$ cat src/rtl/debounce_pkg.sv
// Default constants shared by the debouncer bank and its per-channel slice.
package debounce_pkg;
   localparam int DEF_NUM_CH        = 5;
   localparam int DEF_STABLE_CYCLES = 10000;
   localparam int DEF_REPEAT_DELAY  = 5000000;
   localparam int DEF_REPEAT_PERIOD = 1000000;
endpackage

$ cat src/rtl/debounce_channel.sv
// One debounced button: 2-flop synchroniser, symmetric stability filter, rise/fall strobes.
// Latency: pin step -> clean change in 2+STABLE_CYCLES cycles; no backpressure (free-running strobes).
// Auto-repeat strobe is built only when DEBOUNCE_REPEAT_EN is defined.
module debounce_channel
   import debounce_pkg::*;
#(
   parameter int STABLE_CYCLES = DEF_STABLE_CYCLES,
   parameter bit ACTIVE_LOW    = 1'b0,
   parameter int REPEAT_DELAY  = DEF_REPEAT_DELAY,
   parameter int REPEAT_PERIOD = DEF_REPEAT_PERIOD
) (
   input  logic clk,
   input  logic rst,
   input  logic noisy,
   output logic clean,
   output logic rise,
   output logic fall,
   output logic repeat_p
);
   localparam int CW = $clog2(STABLE_CYCLES);

   if (STABLE_CYCLES < 2 || REPEAT_PERIOD < 1 || REPEAT_PERIOD > REPEAT_DELAY) begin : g_bad_cfg
      $error("debounce_channel: STABLE_CYCLES must be >= 2 and 1 <= REPEAT_PERIOD <= REPEAT_DELAY");
   end

   logic          sync1;
   logic          sq;
   logic [CW-1:0] cnt;
   logic          flip;

   // The last disagreeing sample in a run of STABLE_CYCLES commits the new level.
   assign flip = (sq != clean) && (cnt == CW'(STABLE_CYCLES - 1));

   always_ff @(posedge clk or posedge rst) begin
      if (rst) begin
         sync1 <= 1'b0;
         sq    <= 1'b0;
         cnt   <= '0;
         clean <= 1'b0;
         rise  <= 1'b0;
         fall  <= 1'b0;
      end else begin
         sync1 <= noisy ^ ACTIVE_LOW;
         sq    <= sync1;
         rise  <= flip & sq;
         fall  <= flip & ~sq;
         if (flip)
            clean <= sq;
         if (sq == clean || flip)
            cnt <= '0;
         else
            cnt <= cnt + CW'(1);
      end
   end

`ifdef DEBOUNCE_REPEAT_EN
   localparam int HW = $clog2(REPEAT_DELAY + 1);

   logic [HW-1:0] hold;
   logic          hit;

   assign hit = (hold == HW'(REPEAT_DELAY - 1));

   // hold is 0 in the rise cycle; after a pulse it is reloaded so the next one lands REPEAT_PERIOD later.
   always_ff @(posedge clk or posedge rst) begin
      if (rst) begin
         hold     <= '0;
         repeat_p <= 1'b0;
      end else if (!clean || flip) begin
         hold     <= '0;
         repeat_p <= 1'b0;
      end else if (hit) begin
         hold     <= HW'(REPEAT_DELAY - REPEAT_PERIOD);
         repeat_p <= 1'b1;
      end else begin
         hold     <= hold + HW'(1);
         repeat_p <= 1'b0;
      end
   end
`else
   assign repeat_p = 1'b0;
`endif

endmodule

$ cat src/rtl/debounce_bank.sv
// N independent button debouncers; optional auto-repeat under DEBOUNCE_REPEAT_EN.
// Latency 2+STABLE_CYCLES cycles pin->clean; no backpressure, strobes are single-cycle.
module debounce_bank
   import debounce_pkg::*;
#(
   parameter int NUM_CH        = DEF_NUM_CH,
   parameter int STABLE_CYCLES = DEF_STABLE_CYCLES,
   parameter bit ACTIVE_LOW    = 1'b0,
   parameter int REPEAT_DELAY  = DEF_REPEAT_DELAY,
   parameter int REPEAT_PERIOD = DEF_REPEAT_PERIOD
) (
   input  logic              clk,
   input  logic              rst,
   input  logic [NUM_CH-1:0] noisy,
   output logic [NUM_CH-1:0] clean,
   output logic [NUM_CH-1:0] rise,
   output logic [NUM_CH-1:0] fall,
   output logic [NUM_CH-1:0] repeat_p
);
   for (genvar i = 0; i < NUM_CH; i++) begin : g_ch
      debounce_channel #(
         .STABLE_CYCLES (STABLE_CYCLES),
         .ACTIVE_LOW    (ACTIVE_LOW),
         .REPEAT_DELAY  (REPEAT_DELAY),
         .REPEAT_PERIOD (REPEAT_PERIOD)
      ) u_ch (
         .clk      (clk),
         .rst      (rst),
         .noisy    (noisy[i]),
         .clean    (clean[i]),
         .rise     (rise[i]),
         .fall     (fall[i]),
         .repeat_p (repeat_p[i])
      );
   end

endmodule

$ cat config.mk
export PLATFORM = sky130hd
export DESIGN_NAME = debounce_bank
export DESIGN_NICKNAME = d
export VERILOG_FILES = /design/src/rtl/debounce_pkg.sv /design/src/rtl/debounce_channel.sv /design/src/rtl/debounce_bank.sv
export SDC_FILE = /design/constraint.sdc
export NUM_CORES = 1
export LEC_CHECK = 0
export ABC_CLOCK_PERIOD_IN_PS = 4000
export CORE_MARGIN = 2
export CORE_UTILIZATION = 59
export DETAILED_ROUTE_END_ITERATION = 12
export MAX_ROUTING_LAYER = met4
export PLACE_DENSITY = 0.78
export SYNTH_ARGS = -nofsm -noshare
export SYNTH_HDL_FRONTEND = slang
export SYNTH_SLANG_ARGS = --single-unit
export TNS_END_PERCENT = 1
$ cat constraint.sdc
create_clock -name clk -period 4 [get_ports clk]
set_input_delay 0.8 -clock clk [delete_from_list [all_inputs] [get_ports clk]]
set_output_delay 0.8 -clock clk [all_outputs]
set_load 0.02 [all_outputs]
==> results.sh <==
export IMPL_status="complete, no violations"
export IMPL_antenna_left=0
export IMPL_p_sw_mw=0.3809
export IMPL_clk_latency_ps=360
export IMPL_clkTransAtPathRegs_ps=90
export IMPL_seqPwrFrac_pct=60.8
export IMPL_wl_per_cell_um=12.93
export IMPL_die_area_um2=8152
export IMPL_nNetsFinal=437
export IMPL_synth_top_area_share_pct=54.12
export IMPL_antenna_found_initial=0
export IMPL_grt_max_degree=56
export IMPL_synth_largest_area_cell="dfrtp_1"
export IMPL_multi_input_area_um2=1802
export IMPL_cts_tree="done"
export IMPL_power_frac_clock_pct=35.3
export IMPL_fin_util_pct=65.64
export IMPL_hold_viol=0
export IMPL_switching_share_pct=23.26
export IMPL_vias=2810
export IMPL_ctsLongestPathBuffers=2
export IMPL_antenna_cells=0
export IMPL_hp_start="g_ch[3].u_ch.sync1$_DFF_PP0_"
export IMPL_rsz0062_at_grt="no"
export IMPL_initial_utilization_pct=60.89
export IMPL_end_kind="output port"
export IMPL_gp_congestion=0.8173
export IMPL_period_minus_slack_ps=2251
export IMPL_dp_cells=508
export IMPL_synthTopCellsByArea="dfrtp_1 54%, xnor2_1 10%, nor2_1 6.8%"
export IMPL_hp_class="reg2reg"
export IMPL_powerDensity_nw_per_um2=345.8
export IMPL_p_leak_nw=2.017
export IMPL_first_pass_iters=4
export IMPL_crit_path_start_kind="register"
export IMPL_grt_pass1_vias=2707
export IMPL_worstPathArrival_ps=1450
export IMPL_ys_seq_area_share_pct=54.12
export IMPL_max_stage_delay_ps=640
export IMPL_portBuffers=21
export IMPL_post_synth_cell_area_avg_um2=10.79
export IMPL_synth_warnings=0
export IMPL_drv_slew=0
export IMPL_crit_type="reg2out"
export IMPL_cp_buffers_inverters=1
export IMPL_io_pins=27
export IMPL_h_tree_depth=3
export IMPL_regArea_um2=2377
export IMPL_drc_errors=0
export IMPL_die_w_um=90.29
export IMPL_fill_cells=565
export IMPL_required_ps=3200
export IMPL_cts_sinks=95
export IMPL_cts_resized=0
export IMPL_comb_power_share_pct=3.9
export IMPL_tightestPinTransition_ps=906.2
export IMPL_slowest_stage="clkdlybuf4s50_1"
export IMPL_ir_worst_vdd_mv=0.2403
export IMPL_cp_startpoint="g_ch[4].u_ch.clean$_DFFE_PP0P_"
export IMPL_grtUsageTotal_pct=19.11
export IMPL_setup_viol=0
export IMPL_finClkSkew_ps=7.027
export IMPL_synth_distinct_cells=21
export IMPL_initialDrtViolationCount=157
export IMPL_core_area_um2=7214
export IMPL_cp_top_family="buffers and inverters"
export IMPL_numCtsBuffers=9
export IMPL_hpwlAfterDp_um=4616
export IMPL_avgViaCountPerCell=5.363
export IMPL_max_cap_violations=0
export IMPL_routed_wl_um=6775
export IMPL_synth_cells=407
export IMPL_synth_seq_cells=95
export IMPL_post_cts_buffers=0
export IMPL_clock_root_buffer="clkbuf_8"
export IMPL_areaGrowthSynthToFinish_pct=7.804
export IMPL_grt_ovfl_total=0
export IMPL_drive_above_1_share_pct=8.000
export IMPL_rows=31
export IMPL_slew_headroom_pct=39.52
export IMPL_intPower_mw=1.257
export IMPL_cts_hold_buf=0
export IMPL_crit_fanout=5
export IMPL_grt_pass1_wl_um=12310
export IMPL_layoutNonFillerInstCount=524
export IMPL_die_height_um=90.29
export IMPL_hold_ws_ps=353.4
export IMPL_fin_tns_setup_ps=0
export IMPL_min_period_over_period_pct=56.26
export IMPL_cp_cell_sequence="clkdlybuf4s50_1"
export IMPL_syn_area_um2=4393
export IMPL_timing_rr_start="g_ch[4].u_ch.cnt[5]$_DFF_PP0_"
export IMPL_fmax_mhz=444.3
## path summary, 6_finish.rpt
check / to / cells after the start / slack [ps]
worst max-delay path: clean[4] / 1 / 1750
worst min-delay path: g_ch[3].u_ch.sq$_DFF_PP0_ / 0 / 350
worst max register to register: g_ch[4].u_ch.cnt[0]$_DFF_PP0_ / 4 / 1960
worst min register to register: g_ch[3].u_ch.sq$_DFF_PP0_ / 0 / 350
max in group asynchronous: g_ch[3].u_ch.cnt[4]$_DFF_PP0_ / 3 / 2240
min in group asynchronous: g_ch[0].u_ch.cnt[11]$_DFF_PP0_ / 2 / 930
## synth_stat cells
| library cell | number |
|---|---|
| and3_1 | 10 |
| nor4_1 | 5 |
| conb_1 | 1 |
| xnor2_1 | 50 |
| inv_1 | 6 |
| nor3_1 | 20 |
| nand2_2 | 5 |
| nor3b_1 | 10 |
| nand2_1 | 15 |
| xor2_1 | 15 |
| nand4_1 | 15 |
| ha_1 | 10 |
| or3_1 | 5 |
| or4b_1 | 5 |
| dfrtp_1 | 95 |
| or4_4 | 5 |
| nor2_1 | 80 |
| buf_4 | 20 |
| nand3_1 | 25 |
| buf_6 | 5 |
| mux2_4 | 5 |
## per-stage QoR
step           setup WS, ps  cell area [um^2]  power, mW
2_1_floorplan         723.0              4408      1.065
3_3_place_gp           1811              4552      1.077
3_5_place_dp           1771              4552      1.080
4_1_cts                1734              4736      1.660
5_1_grt                1704              4736      1.710
6_report               1749              4736      1.637
## power by group through the flow
| stage | Combinational, mW | Clock (mW) | Sequential [mW] |
|---|---|---|---|
| global route | 0.0750 | 0.636 | 0.999 |
| finish | 0.0633 | 0.578 | 0.996 |
| global placement | 0.0642 | 0 | 1.01 |
| CTS | 0.0661 | 0.598 | 0.996 |
| detailed placement | 0.0659 | 0 | 1.01 |
| floorplan | 0.0552 | 0 | 1.01 |
## cell usage in the layout (no fill, tap or decap)
cell / n
dfrtp_1: 95
nor2_1: 80
xnor2_1: 50
nand3_1: 25
clkdlybuf4s50_1: 21
nor3_1: 20
xor2_1: 15
nand4_1: 15
nand2_1: 15
clkbuf_8: 11
and3_1: 10
nor3b_1: 10
ha_1: 10
or4b_1: 5
or3_1: 5
or4_4: 5
nand2_2: 5
inv_1: 5
nor4_1: 5
mux2_4: 5
conb_1: 5
clkinv_2: 4
clkinv_4: 2
buf_4: 2
## cell type report
class	count	share of cell area [%]
clock buffer	11	3.197
inverter	6	0.5020
timing repair buffer	23	4.756
tap	99	2.616
clock inverter	5	0.6869
multi-input combinational	285	38.04
sequential	95	50.20
## per-layer routing
metal / track usage [%] / wire length, um / vias to the layer above
li1: - / - / 1368
met1: 25.80 / 3379 / 1372
met2: 28.63 / 3068 / 59
met3: 4.758 / 243 / 11
met4: 6.667 / 82 / 0
met5: - / 0 / -
## worst reg2reg max path, stage by stage (launching register included)
cell	delay, ps
dfrtp_1	440
or4b_1	530
or4_4	590
nand2_2	250
nor2_1	100
## state kept, by name, summed over array words and instances (netlist names)
signal,count
g_ch.u_ch.cnt,70
g_ch.u_ch.sq,5
g_ch.u_ch.rise,5
g_ch.u_ch.fall,5
g_ch.u_ch.clean,5
g_ch.u_ch.sync1,5
## cell families after synthesis
group	synth area share (%)
other	0.08536
adder cells (fa/ha/maj)	2.848
flip-flops	54.12
AND/OR/NAND/NOR	23.07
multiplexers	1.709
buffers and inverters	5.212
XOR/XNOR	12.96
No activity file was read; power rests on OpenSTA's default activity.
